===== src/rtl/pipe_stage_chain_pkg.sv =====
// Shared helpers for pipe_stage_chain: occupancy counter width and skid depth.
package pipe_stage_chain_pkg;

    localparam int SKID_ENTRIES = 2;

    // Enough bits to count DEPTH stages plus the optional skid entries.
    function automatic int occ_width(input int depth);
        return $clog2(depth + 3);
    endfunction

endpackage


===== src/rtl/pipe_slice.sv =====
// One pipeline stage: valid/data registers, ready generation and synchronous flush.
module pipe_slice #(
    parameter int               WIDTH    = 8,
    parameter logic [WIDTH-1:0] DATA_RST = '0
) (
    input  logic             clk,
    input  logic             reset,
    input  logic             flush,
    input  logic [WIDTH:0]   up_state,
    input  logic             down_ready,
    output logic             ready,
    output logic [WIDTH:0]   state
);

    logic             valid_q;
    logic [WIDTH-1:0] data_q;
    logic             up_valid;
    logic [WIDTH-1:0] up_data;

    assign up_valid = up_state[WIDTH];
    assign up_data  = up_state[WIDTH-1:0];

    // An empty stage always accepts, which collapses bubbles under back-pressure.
    assign ready = ~valid_q | down_ready;
    assign state = {valid_q, data_q};

    always_ff @(posedge clk or posedge reset) begin
        if (reset) begin
            valid_q <= 1'b0;
            data_q  <= DATA_RST;
        end else if (flush) begin
            valid_q <= 1'b0;
        end else if (ready) begin
            valid_q <= up_valid;
            if (up_valid) begin
                data_q <= up_data;
            end
        end
    end

endmodule


===== src/rtl/pipe_stage_chain.sv =====
// Back-pressurable DEPTH-stage register pipeline with flush and occupancy count.
// Define PIPE_STAGE_CHAIN_SKID_EN to add a 2-entry skid buffer that registers in_ready.
module pipe_stage_chain
    import pipe_stage_chain_pkg::*;
#(
    parameter int               WIDTH    = 8,
    parameter int               DEPTH    = 3,
    parameter logic [WIDTH-1:0] DATA_RST = '0,
    localparam int              OCC_W    = occ_width(DEPTH)
) (
    input  logic             clk,
    input  logic             reset,
    input  logic             flush,
    input  logic             in_valid,
    output logic             in_ready,
    input  logic [WIDTH-1:0] in_data,
    output logic             out_valid,
    input  logic             out_ready,
    output logic [WIDTH-1:0] out_data,
    output logic [OCC_W-1:0] occupancy
);

    typedef struct packed {
        logic             valid;
        logic [WIDTH-1:0] data;
    } stage_t;

    // stage[0] feeds the first slice; stage[i+1] is the state held by slice i.
    stage_t [DEPTH:0] stage;
    logic   [DEPTH:0] ready;
    logic             in_xfer;
    logic             out_xfer;
    logic [OCC_W-1:0] occ_q;

    assign ready[DEPTH] = out_ready;

    for (genvar i = 0; i < DEPTH; i++) begin : g_slice
        pipe_slice #(
            .WIDTH    (WIDTH),
            .DATA_RST (DATA_RST)
        ) u_slice (
            .clk        (clk),
            .reset      (reset),
            .flush      (flush),
            .up_state   (stage[i]),
            .down_ready (ready[i+1]),
            .ready      (ready[i]),
            .state      (stage[i+1])
        );
    end

`ifdef PIPE_STAGE_CHAIN_SKID_EN
    logic [1:0][WIDTH-1:0] skid_data;
    logic [1:0]            skid_count;
    logic                  skid_push;
    logic                  skid_pop;

    // in_ready decodes only registered skid state, so out_ready never reaches it.
    assign in_ready  = (skid_count != 2'(SKID_ENTRIES)) & ~flush;
    assign skid_push = in_valid & in_ready;
    assign skid_pop  = (skid_count != 2'd0) & ready[0];
    assign stage[0]  = {skid_count != 2'd0, skid_data[0]};
    assign in_xfer   = skid_push;

    always_ff @(posedge clk or posedge reset) begin
        if (reset) begin
            skid_count   <= 2'd0;
            skid_data[0] <= DATA_RST;
            skid_data[1] <= DATA_RST;
        end else if (flush) begin
            skid_count <= 2'd0;
        end else begin
            if (skid_pop) begin
                skid_data[0] <= skid_data[1];
            end
            if (skid_push) begin
                skid_data[skid_count[0] & ~skid_pop] <= in_data;
            end
            skid_count <= skid_count + 2'(skid_push) - 2'(skid_pop);
        end
    end
`else
    assign in_ready = ready[0] & ~flush;
    assign stage[0] = {in_valid, in_data};
    assign in_xfer  = in_valid & in_ready;
`endif

    assign out_valid = stage[DEPTH].valid;
    assign out_data  = stage[DEPTH].data;
    assign out_xfer  = out_valid & out_ready;
    assign occupancy = occ_q;

    always_ff @(posedge clk or posedge reset) begin
        if (reset) begin
            occ_q <= '0;
        end else if (flush) begin
            occ_q <= '0;
        end else begin
            occ_q <= occ_q + OCC_W'(in_xfer) - OCC_W'(out_xfer);
        end
    end

endmodule


===== config.mk =====
export PLATFORM = sky130hd
export DESIGN_NAME = pipe_stage_chain
export DESIGN_NICKNAME = d
export VERILOG_FILES = /design/src/rtl/pipe_stage_chain_pkg.sv /design/src/rtl/pipe_slice.sv /design/src/rtl/pipe_stage_chain.sv
export SDC_FILE = /design/constraint.sdc
export NUM_CORES = 1
export LEC_CHECK = 0
export CORE_MARGIN = 2
export CORE_UTILIZATION = 30
export CTS_BUF_LIST = sky130_fd_sc_hd__clkbuf_8
export DETAILED_ROUTE_END_ITERATION = 12
export GPL_TIMING_DRIVEN = 0
export PLACE_DENSITY = 0.57
export SLEW_MARGIN = 20
export SYNTH_ARGS = -nofsm -noshare
export SYNTH_HDL_FRONTEND = slang
export SYNTH_SLANG_ARGS = --single-unit

===== constraint.sdc =====
create_clock -name clk -period 1.87 [get_ports clk]
set_input_delay 0.2805 -clock clk [delete_from_list [all_inputs] [get_ports clk]]
set_output_delay 0.2805 -clock clk [all_outputs]
set_load 0.05 [all_outputs]

==> summary.md, run 1 <==
| Metric | Value |
|---|---|
| Status | complete, no violations |
| Highest-delay cell along the critical path | fa_2 |
| Hold-fix buffers, CTS | 0 |
| Seq cells post-synth | 30 |
| Cells after Synth | 83 |
| Number of global-route vias before repair | 784 |
| Max Root-Sink Buffers | 2 |
| Area grow syn2layout | 37.7% |
| Initial DRC Count | 37 |
| Syn Area/Cell | 15.4 um^2 |
| Hold Worst Slack | 0.199 ns |
| Clock network fraction of design power | 24.2% |
| Ordered cell list for the critical path | nand4b_1, nand3b_1, buf_6, ha_4, inv_2, ha_4, inv_2, fa_2, nor2_2 |
| Hold depth | 2 |
| Root buffer cell | clkbuf_8 |
| Internal cell power | 1.45 mW |
| Post-layout minimum cycle time | 1.87 ns |
| Clock latency on the worst-skew pair | 0.27 ns |
| Drt total wl | 2230 um |
| Max Clock Freq | 0.536 GHz |
| Hold Fails Final Rpt | 0 |
| Ports | 26 |
| RR Startpoint | g_slice[1].u_slice.valid_q$_DFFE_PP0P_ |
| Combinational power share | 35.0% |
| Initial antenna violation count | 0 |
| Reg-to-reg critical path endpoint | occupancy[1]$_DFF_PP0_ |
| Die ar. | 4790 um^2 |
| Switching power of the nets | 0.733 mW |
| Placement Cell Area | 1610 um^2 |
| RSZ-0062 raised after global routing | yes |
| Post-route design area | 1760 um^2 |
| R2R cell count | 9 |
| Synth top area share | 58.9% |
| Die X | 69.2 um |
| CTS H-Tree Depth | 2 |
| Non-filler instance count after layout | 170 |
| Worst setup EP type | flip-flop |
| Initial Utilization | 31.4% |
| Largest stage delay, worst path | 0.52 ns |
| Hold path startpoint | flush |
| Total power | 2.18 mW |
| Hold path endpoint | occupancy[1]$_DFF_PP0_ |
| Crit path kind | reg2reg |
| Core area | 4060 um^2 |
| Max cap viols | 0 |
| Worst Tran Pin Value | 0.624 ns |
| Final #Nets | 135 |
| Total CTS buffers | 5 |
| Number of remaining DRC errors | 0 |
| CP Buf/Inv Count | 3 |
| Pins Over Slew Limit | 0 |
| WL/cell | 13.1 um |
| Cells after DPL | 157 |
| PortBufs | 24 |
| Critical path arrival | 2.03 ns |
| Critical path's top delay family | adder cells |
| Reg2Reg Setup Slack | 0.005 ns |
| Sequential power share | 40.7% |
| Fillers | 366 |
| Cell Pwr Density | 1240 nW/um^2 |
| Synth warn | 0 |
| Final Util | 43.3% |
| Hold Crit Class | in2reg |
| GRT Residual Overflow | 0 |
| Yosys top cell by area | dfrtp_1 |
| Pre-antenna DRT Iters | 2 |
| Post-synth net total | 99 |
| Via count | 742 |
| Vias per Instance | 4.36 |
| Remaining antenna violation count | 0 |
| Worst Path Required | 2.04 ns |
| First-pass GRT wire length | 3860 um |
| Share of post-route cells with drive strength above 1 | 46.7% |
| Clk slew on worst S/H paths | 0.06 ns |
| Setup crit start kind | flip-flop |
| TritonCTS clock tree | done |
| Largest net degree at the start of global routing | 31 |
| Largest cells by area after synthesis | dfrtp_1 (59%), mux2_2 (14%), mux2_4 (9.4%) |
| Switching share of total power | 33.6% |
| Clock skew | 0.00522 ns |
| Post-DP HPWL | 1420 um |
| Part of the cycle the worst path needs | 99.8% |
| Final setup viols | 0 |
| N_diodes | 0 |
| Seq/Total Area, Yosys | 58.9% |
| Num rows | 23 |
| Leak | 0.789 nW |
| GRT Total Usage | 10.4% |
| Routability cong. | 0.616 |
| Die height | 69.2 um |
| Clock sink count | 30 |
| Peak supply drop | 0.450 mV |
| Mapped cell area | 1270 um^2 |
| Slew margin rel. | 58.4% |
| Synth cell types | 19 |
| CP Max Fanout | 3 |
==> layout make-up <==
type / instances / area (um^2) / share of cell area, %
Buffer: 4 / 45.0 / 2.57
Clock buffer: 6 / 82.6 / 4.70
Clock inverter: 2 / 12.5 / 0.713
Inverter: 5 / 18.8 / 1.07
Multi-Input combinational cell: 44 / 504 / 28.7
Sequential cell: 30 / 752 / 42.8
Tap cell: 50 / 62.6 / 3.56
Timing Repair Buffer: 29 / 278 / 15.8
==> worst max path at each step <==
stage / start / to / slack, ns / cells past startpoint
2_1_floorplan: g_slice[2].u_slice.valid_q$_DFFE_PP0P_ / occupancy[1]$_DFF_PP0_ / -0.11 / 9
3_3_place_gp: out_ready / occupancy[1]$_DFF_PP0_ / -0.51 / 10
3_5_place_dp: out_ready / occupancy[1]$_DFF_PP0_ / -0.54 / 10
4_1_cts: g_slice[1].u_slice.valid_q$_DFFE_PP0P_ / occupancy[1]$_DFF_PP0_ / 0.003 / 9
5_1_grt: g_slice[1].u_slice.valid_q$_DFFE_PP0P_ / occupancy[1]$_DFF_PP0_ / -0.09 / 9
6_report: g_slice[1].u_slice.valid_q$_DFFE_PP0P_ / occupancy[1]$_DFF_PP0_ / 0.005 / 9
==> cell usage after synthesis <==
cell type	instances
mux2_4	8
inv_1	5
dfrtp_1	30
and2b_2	2
a21oi_1	2
xor2_1	1
buf_6	3
buf_2	1
and2_1	1
fa_1	1
ha_1	2
nor2b_4	1
nor2_1	5
mux2_2	16
nand4b_1	1
xnor2_1	1
a211o_2	1
nand3b_1	1
or3b_4	1
==> cell usage in the layout, fill, tap and decap left out <==
cell / synthesis / layout
a211o_2: 1 / 1
a21oi_1: 2 / 2
and2_1: 1 / 1
and2b_2: 2 / 2
buf_4: 0 / 5
buf_6: 3 / 4
clkbuf_8: 0 / 6
clkdlybuf4s15_2: 0 / 1
clkdlybuf4s50_1: 0 / 22
clkinv_2: 0 / 1
clkinvlp_4: 0 / 1
dfrtp_1: 30 / 29
dfrtp_2: 0 / 1
dlygate4sd2_1: 0 / 1
fa_2: 0 / 1
ha_4: 0 / 2
inv_1: 5 / 2
inv_2: 0 / 3
mux2_2: 16 / 16
mux2_4: 8 / 8
nand3b_1: 1 / 1
nand4b_1: 1 / 1
nor2_1: 5 / 4
nor2_2: 0 / 1
nor2b_4: 1 / 1
or3b_4: 1 / 1
xnor2_2: 0 / 1
xor2_1: 1 / 1
==> power by group through the flow <==
stage	Sequential, mW	Clock, mW	Combinational [mW]
3_5_place_dp	0.906	0	0.756
4_1_cts	0.894	0.553	0.759
3_3_place_gp	0.898	0	0.747
5_1_grt	0.915	0.586	0.800
2_1_floorplan	1.18	0	0.239
6_report	0.889	0.529	0.764
==> cells by family (layout without fill, tap and decap cells) <==
group	after synthesis	in the layout	share of synthesized area, %
buf+inv	9	46	4.51
fa+ha+maj	3	3	3.53
flops	30	30	58.9
xor+xnor	2	2	1.37
compound gates	3	3	1.57
mux	24	24	23.6
simple gates	12	12	6.58
==> worst register-to-register path, stage by stage, from the launching register on <==
cell and delay [ns]:
dfrtp_1 0.41, nand4b_1 0.13, nand3b_1 0.11, buf_6 0.14, ha_4 0.22, inv_2 0.06, ha_4 0.11, inv_2 0.03
fa_2 0.52, nor2_2 0.03
==> repair_timing <==
action,4_1_cts,5_1_grt
buffers inserted,2,3
pin swaps,0,2
gates resized for setup,4,2
endpoints found under the hold margin,0,0
setup endpoints to repair,3,3
==> metal layers <==
layer,vias up,track usage [%],part of all wire (%)
met4,0,5.23,1.5
li1,348,-,-
met1,368,13.1,44
met2,22,15.7,49
met5,-,0,0
met3,4,3.78,5.7
==> state kept, by name, summed over array words and instances (netlist names) <==
signal and cells:
g_slice.u_slice.data_q 24, g_slice.u_slice.valid_q 3, occupancy 3
==> through the flow <==
| step | TNS (ns) | worst slack [ns] |
|---|---|---|
| final | 0 | 0.00454 |
| after global routing | -0.182 | -0.0931 |
| after CTS | 0 | 0.00257 |
| after detailed placement | -1.63 | -0.535 |
| after global placement | -1.53 | -0.506 |
| after floorplan | -0.192 | -0.113 |
No activity file was read; power rests on OpenSTA's default activity.
==> run 2: changes to the inputs <==
Settings changed: CORE_ASPECT_RATIO set to 1.75.
==> run 2 against run 1 <==
Fmax is 0.51% higher. Clock skew about the same. Via count grew 0.40%. Power decreased by 0.67%. Worst setup slack better by 0.0094 ns. First-iteration DRC count is 54% lower. Largest cell class unchanged.
==> summary.md, run 2 (synthesis results as in run 1) <==
| Metric | Value |
|---|---|
| Final worst-path setup slack | 0.0139 ns (+0.00938 ns) |
| Internal cell power | 1.44 mW (-0.68%) |
| Max Clock Freq | 0.539 GHz (+0.51%) |
| RR Startpoint | g_slice[2].u_slice.valid_q$_DFFE_PP0P_ |
| Vias per Instance | 4.43 (+1.6%) |
| Max Root-Sink Buffers | 2 (unchanged) |
| Largest net degree at the start of global routing | 31 (unchanged) |
| Sequential power share | 41.1% (+0.4 points) |
| Initial Utilization | 31.0% (-0.41 points) |
| Peak supply drop | 0.567 mV (+26%) |
| Switching share of total power | 33.6% (about the same) |
| Hold Fails Final Rpt | 0 (unchanged) |
| Clock network fraction of design power | 24.1% (about the same) |
| Crit path kind | reg2reg |
| WL/cell | 12.7 um (-3.4%) |
| GRT Total Usage | 11.0% (+0.63 points) |
| Switching power of the nets | 0.728 mW (-0.64%) |
| RSZ-0062 raised after global routing | yes |
| Top Layer Used | met4 |
| Setup crit start kind | flip-flop |
| Cells after DPL | 156 (-0.64%) |
| Largest register FFs | 24 (unchanged) |
| Leak | 0.788 nW (-0.12%) |
| Hold Crit Class | in2reg |
| Largest Register | g_slice.u_slice.data_q |
| Core area | 4110 um^2 (+1.3%) |
| Combinational power share | 34.8% (-0.2 points) |
| Most common cell after layout, fill and taps aside | dfrtp_1 |
| Pre-antenna DRT Iters | 2 (unchanged) |
| Non-filler instance count after layout | 168 (-1.2%) |
| Worst setup startpoint | g_slice[2].u_slice.valid_q$_DFFE_PP0P_ |
| Clock sink count | 30 (unchanged) |
| Initial DRC Count | 17 (-54%) |
| Post-layout minimum cycle time | 1.86 ns (-0.00938 ns) |
| Root buffer cell | clkbuf_8 |
| GRT Residual Overflow | 0 (unchanged) |
| Num rows | 31 (+35%) |
| Final setup viols | 0 (unchanged) |
| N_diodes | 0 (unchanged) |
| Fillers | 415 (+13%) |
| First-pass GRT wire length | 3750 um (-2.9%) |
| Worst setup EP type | flip-flop |
| Number of remaining DRC errors | 0 (unchanged) |
| Number of global-route vias before repair | 855 (+9.1%) |
| Drt total wl | 2130 um (-4.6%) |
| Via count | 745 (+0.40%) |
| Die X | 53.3 um (-23%) |
| Total CTS buffers | 5 (unchanged) |
| Share of post-route cells with drive strength above 1 | 42.9% (-3.8 points) |
| Ports | 26 (unchanged) |
| Die height | 90.2 um (+30%) |
| Status | complete, no violations |
| Clock skew | 0.00523 ns (+0.0000127 ns) |
| CTS H-Tree Depth | 2 (unchanged) |
| Slew margin rel. | 59.7% (+1.3 points) |
| Pins Over Slew Limit | 0 (unchanged) |
| Hold path startpoint | flush |
| Critical path arrival | 2.03 ns (about the same) |
| TritonCTS clock tree | done |
| WL met1 | 836 um (-14%) |
| Post-DP HPWL | 1520 um (+7.4%) |
| PortBufs | 24 (unchanged) |
| Final #Nets | 134 (-0.74%) |
| DP Worst Slack | -0.571 ns (-0.0350 ns) |
| Worst Tran Pin Value | 0.604 ns (-0.0194 ns) |
| Highest-delay cell along the critical path | fa_2 |
| Final Util | 42.1% (-1.2 points) |
| Worst Path Required | 2.04 ns (about the same) |
| Area grow syn2layout | 35.7% |
| Clock latency on the worst-skew pair | 0.28 ns (about the same) |
| Largest stage delay, worst path | 0.51 ns (about the same) |
| Clk slew on worst S/H paths | 0.06 ns (about the same) |
| Met3 WL | 113 um (-11%) |
| Ordered cell list for the critical path | nand4b_1, nand3b_1, buf_6, ha_4, inv_2, ha_4, inv_2, fa_2, nor2_1 |
| Routed wl met2 | 1090 um (-0.91%) |
| Routability cong. | 0.702 (+14%) |
| Cell Pwr Density | 1250 nW/um^2 (+0.77%) |
| Die ar. | 4810 um^2 (+0.43%) |
| CP Max Fanout | 3 (unchanged) |
| Initial antenna violation count | 0 (unchanged) |
| Remaining antenna violation count | 0 (unchanged) |
| Most frequent cells in the layout | dfrtp_1 (29), clkdlybuf4s50_1 (22), mux2_2 (16) |
| Hold-fix buffers, CTS | 0 (unchanged) |
| Max cap viols | 0 (unchanged) |
| Part of the cycle the worst path needs | 99.3% (-0.50 points) |
## run 2: cell count changes in the layout (fill, tap and decap cells not counted), sizes merged
| cell | previous run | this run |
|---|---|---|
| clkinvlp | 1 | 0 |
| buf | 9 | 8 |
| clkdlybuf4s15 | 1 | 0 |
| dlygate4sd2 | 1 | 2 |
| inv | 5 | 6 |
## run 2: path summary, 6_finish.rpt
kind | slack, ns | depth (start not counted) | to
worst max-delay path | 0.01 | 9 | occupancy[1]$_DFF_PP0_
worst min-delay path | 0.19 | 2 | g_slice[0].u_slice.valid_q$_DFFE_PP0P_
worst max register to register | 0.01 | 9 | occupancy[1]$_DFF_PP0_
worst min register to register | 0.50 | 1 | g_slice[2].u_slice.data_q[4]$_DFFE_PP0P_
max in group asynchronous | 1.04 | 2 | g_slice[2].u_slice.valid_q$_DFFE_PP0P_
min in group asynchronous | 0.39 | 2 | g_slice[1].u_slice.data_q[7]$_DFFE_PP0P_
## run 2: power groups by stage
stage / logic (mW) / registers, mW / clock network (mW)
3_3_place_gp: 0.745 / 0.898 / 0
4_1_cts: 0.763 / 0.897 / 0.543
5_1_grt: 0.793 / 0.915 / 0.567
2_1_floorplan: 0.239 / 1.18 / 0
3_5_place_dp: 0.756 / 0.911 / 0
6_report: 0.754 / 0.891 / 0.522
## run 2: worst max-delay path: cells and delay by family, from the launching register on
family	cells	cell delay, ns
and+or+nand+nor	3	0.29
DFF	1	0.39
buffers and inverters	3	0.22
adders and majority gates	3	0.85
## run 2: cell type report
| type | count | area, um^2 | area share, % |
|---|---|---|---|
| Buffer | 4 | 45.0 | 2.60 |
| Clock buffer | 6 | 82.6 | 4.77 |
| Clock inverter | 2 | 8.76 | 0.506 |
| Inverter | 5 | 18.8 | 1.08 |
| Multi-Input combinational cell | 44 | 494 | 28.6 |
| Sequential cell | 30 | 752 | 43.5 |
| Tap cell | 49 | 61.3 | 3.54 |
| Timing Repair Buffer | 28 | 268 | 15.5 |
## run 2: metal layers
| metal | up-vias | GRT usage [%] |
|---|---|---|
| met5 | - | 0 |
| met1 | 368 | 11.5 |
| met3 | 8 | 3.99 |
| met4 | 0 | 9.40 |
| li1 | 349 | - |
| met2 | 20 | 16.7 |
## run 2: stage by stage
stage          setup TNS (ns)  total power [mW]  cell area [um^2]  hold WS (ns)
6_report                    0              2.17              1730         0.192
5_1_grt               -0.0948              2.27              1730         0.193
4_1_cts                     0              2.20              1730         0.180
3_5_place_dp            -1.71              1.67              1610         0.482
3_3_place_gp            -1.42              1.64              1610         0.477
2_1_floorplan          -0.192              1.42              1310         0.371
## run 2: what timing repair did
item                                    in CTS  in global routing
pin swaps                                    1                  0
resized for setup                            2                  0
endpoints found under the setup margin       3                  2
setup buffers                                4                  0
==> run 3: changes to the inputs <==
==> constraint.sdc (replaced) <==
create_clock -name clk -period 1.87 [get_ports clk]
set_input_delay 0.561 -clock clk [delete_from_list [all_inputs] [get_ports clk]]
set_output_delay 0.561 -clock clk [all_outputs]
set_load 0.05 [all_outputs]
==> run 3 against run 2 <==
Hold slack better by 0.27 ns. Largest cell class unchanged. Power is 5.4% lower. Critical path depth is 2 higher. Die area stayed put. Sequential share of layout area is 0.67 points higher. Design area is 1.5% lower.
==> summary.md, run 3 (synthesis results as in run 1) <==
| Metric | Value |
|---|---|
| Final worst-path setup slack | 0.0122 ns (-0.00168 ns) |
| Pre-antenna DRT Iters | 2 (unchanged) |
| Max Clock Freq | 0.538 GHz (about the same) |
| CP Max Fanout | 3 (unchanged) |
| Highest-delay cell along the critical path | fa_2 |
| Pins Over Slew Limit | 0 (unchanged) |
| Share of post-route cells with drive strength above 1 | 42.4% (-0.48 points) |
| N_diodes | 0 (unchanged) |
| Hold Crit Class | in2reg |
| GRT Residual Overflow | 0 (unchanged) |
| Final setup viols | 0 (unchanged) |
| Max Root-Sink Buffers | 2 (unchanged) |
| Initial DRC Count | 26 (+9) |
| Post-DP HPWL | 1520 um (-0.17%) |
| PortBufs | 24 (unchanged) |
| Routed wl met2 | 1180 um (+8.9%) |
| Non-filler instance count after layout | 167 (-0.60%) |
| Remaining antenna violation count | 0 (unchanged) |
| Max cap viols | 0 (unchanged) |
| Area grow syn2layout | 33.7% |
| Largest stage delay, worst path | 0.33 ns (-0.18 ns) |
| Leak | 0.820 nW (+4.0%) |
| Largest register FFs | 24 (unchanged) |
| Setup TNS | 0 ns (unchanged) |
| Hold Fails Final Rpt | 0 (unchanged) |
| Total power | 2.05 mW (-5.4%) |
| Clk slew on worst S/H paths | 0.06 ns (about the same) |
| Number of global-route vias before repair | 852 (-0.35%) |
| Post-layout minimum cycle time | 1.86 ns (+0.00168 ns) |
| Part of the cycle the worst path needs | 99.3% (about the same) |
| Most common cell after layout, fill and taps aside | dfrtp_1 |
| Largest Register | g_slice.u_slice.data_q |
| Total CTS buffers | 5 (unchanged) |
| WL met1 | 827 um (-1.1%) |
| Hold-fix buffers, CTS | 0 (unchanged) |
| Top Layer Used | met4 |
| Initial antenna violation count | 0 (unchanged) |
| Vias per Instance | 4.42 (-0.35%) |
| Ports | 26 (unchanged) |
| Core area | 4110 um^2 (unchanged) |
| Cell Pwr Density | 1200 nW/um^2 (-4.0%) |
| Most frequent cells in the layout | dfrtp_1 (29), mux2_2 (16), dlygate4sd2_1 (13) |
| Cells after DPL | 156 (unchanged) |
| Via count | 738 (-0.94%) |
| Met3 WL | 107 um (-5.3%) |
| First-pass GRT wire length | 3910 um (+4.1%) |
| Critical path's top delay family | adder cells |
| Root buffer cell | clkbuf_8 |
| Clock sink count | 30 (unchanged) |
| Die height | 90.2 um (unchanged) |
| Setup crit start kind | primary input |
| Initial Utilization | 31.0% (unchanged) |
| Die X | 53.3 um (unchanged) |
| DP Worst Slack | -0.913 ns (-0.343 ns) |
| Num rows | 31 (unchanged) |
| Drt total wl | 2170 um (+1.7%) |
| Status | complete, no violations |
| Largest net degree at the start of global routing | 31 (unchanged) |
| Clock latency on the worst-skew pair | 0.28 ns (about the same) |
| Clock skew | 0.00576 ns (+0.000527 ns) |
| Worst setup EP type | flip-flop |
| GRT Total Usage | 11.5% (+0.44 points) |
| CP Buf/Inv Count | 4 (+1) |
| Crit path kind | in2reg |
| Worst Tran Pin Value | 0.601 ns (-0.00352 ns) |
| Slew margin rel. | 59.9% (+0.23 points) |
| WL/cell | 13.0 um (+2.3%) |
| CTS H-Tree Depth | 2 (unchanged) |
| Worst Path Required | 2.03 ns (about the same) |
| Die ar. | 4810 um^2 (unchanged) |
| Peak supply drop | 0.584 mV (+2.9%) |
| Ordered cell list for the critical path | buf_8, nand4b_1, nand3b_1, buf_6, ha_4, inv_2, ha_4, inv_2, fa_2, xnor2_1, nor2_1 |
| Number of remaining DRC errors | 0 (unchanged) |
| Routability cong. | 0.706 (+0.54%) |
| RSZ-0062 raised after global routing | yes |
| TritonCTS clock tree | done |
| Critical path arrival | 2.02 ns (about the same) |
| Hold Worst Slack | 0.467 ns (+0.275 ns) |
| Final #Nets | 133 (-0.75%) |
[run 3: area by class of cell]
cell class	count	area (um^2)
Multi-Input combinational cell	44	494
Timing Repair Buffer	27	253
Inverter	5	18.8
Clock inverter	3	11.3
Sequential cell	30	752
Clock buffer	5	68.8
Fill cell	421	2410
Tap cell	49	61.3
Buffer	4	45.0
[run 3: power by group]
part           switching [mW]  internal (mW)  total (mW)
combinational           0.413          0.283       0.696
clock                   0.216          0.247       0.463
sequential             0.0821          0.808       0.890
total                   0.711           1.34        2.05
[run 3: through the flow]
step | area (um^2) | utilization, %
after floorplan | 1310 | -
after global placement | 1610 | 39.2
after detailed placement | 1610 | 39.2
after CTS | 1700 | 41.3
after global routing | 1700 | 41.4
final | 1700 | 41.4
[run 3: per-layer routing]
metal	vias up	GRT usage (%)
met5	-	0
met4	0	7.05
met3	4	4.15
met2	20	18.2
met1	369	12.4
li1	345	-
[run 3: what timing repair did]
action,4_1_cts,5_1_grt
setup buffers,3,0
pin swaps,5,4
setup endpoints to repair,16,4
hold endpoints to repair,0,0
resized for setup,25,3
[run 3: worst paths after layout]
check	startpoint	to	slack [ns]	depth (start not counted)
min in group asynchronous	reset	g_slice[0].u_slice.data_q[4]$_DFFE_PP0P_	0.68	2
worst max register to register	g_slice[2].u_slice.valid_q$_DFFE_PP0P_	occupancy[2]$_DFF_PP0_	0.02	10
worst min-delay path	flush	g_slice[0].u_slice.valid_q$_DFFE_PP0P_	0.47	2
worst min register to register	g_slice[1].u_slice.data_q[5]$_DFFE_PP0P_	g_slice[2].u_slice.data_q[5]$_DFFE_PP0P_	0.50	1
worst max-delay path	out_ready	occupancy[2]$_DFF_PP0_	0.01	11
max in group asynchronous	reset	g_slice[2].u_slice.valid_q$_DFFE_PP0P_	0.76	2
[run 3: worst register-to-register path: stages (launching register included)]
cell and delay (ns):
dfrtp_2 0.42, nand4b_1 0.13, nand3b_1 0.11, buf_6 0.13, ha_4 0.20, inv_2 0.06, ha_4 0.11, inv_2 0.03
fa_2 0.33, xnor2_1 0.15, nor2_1 0.06
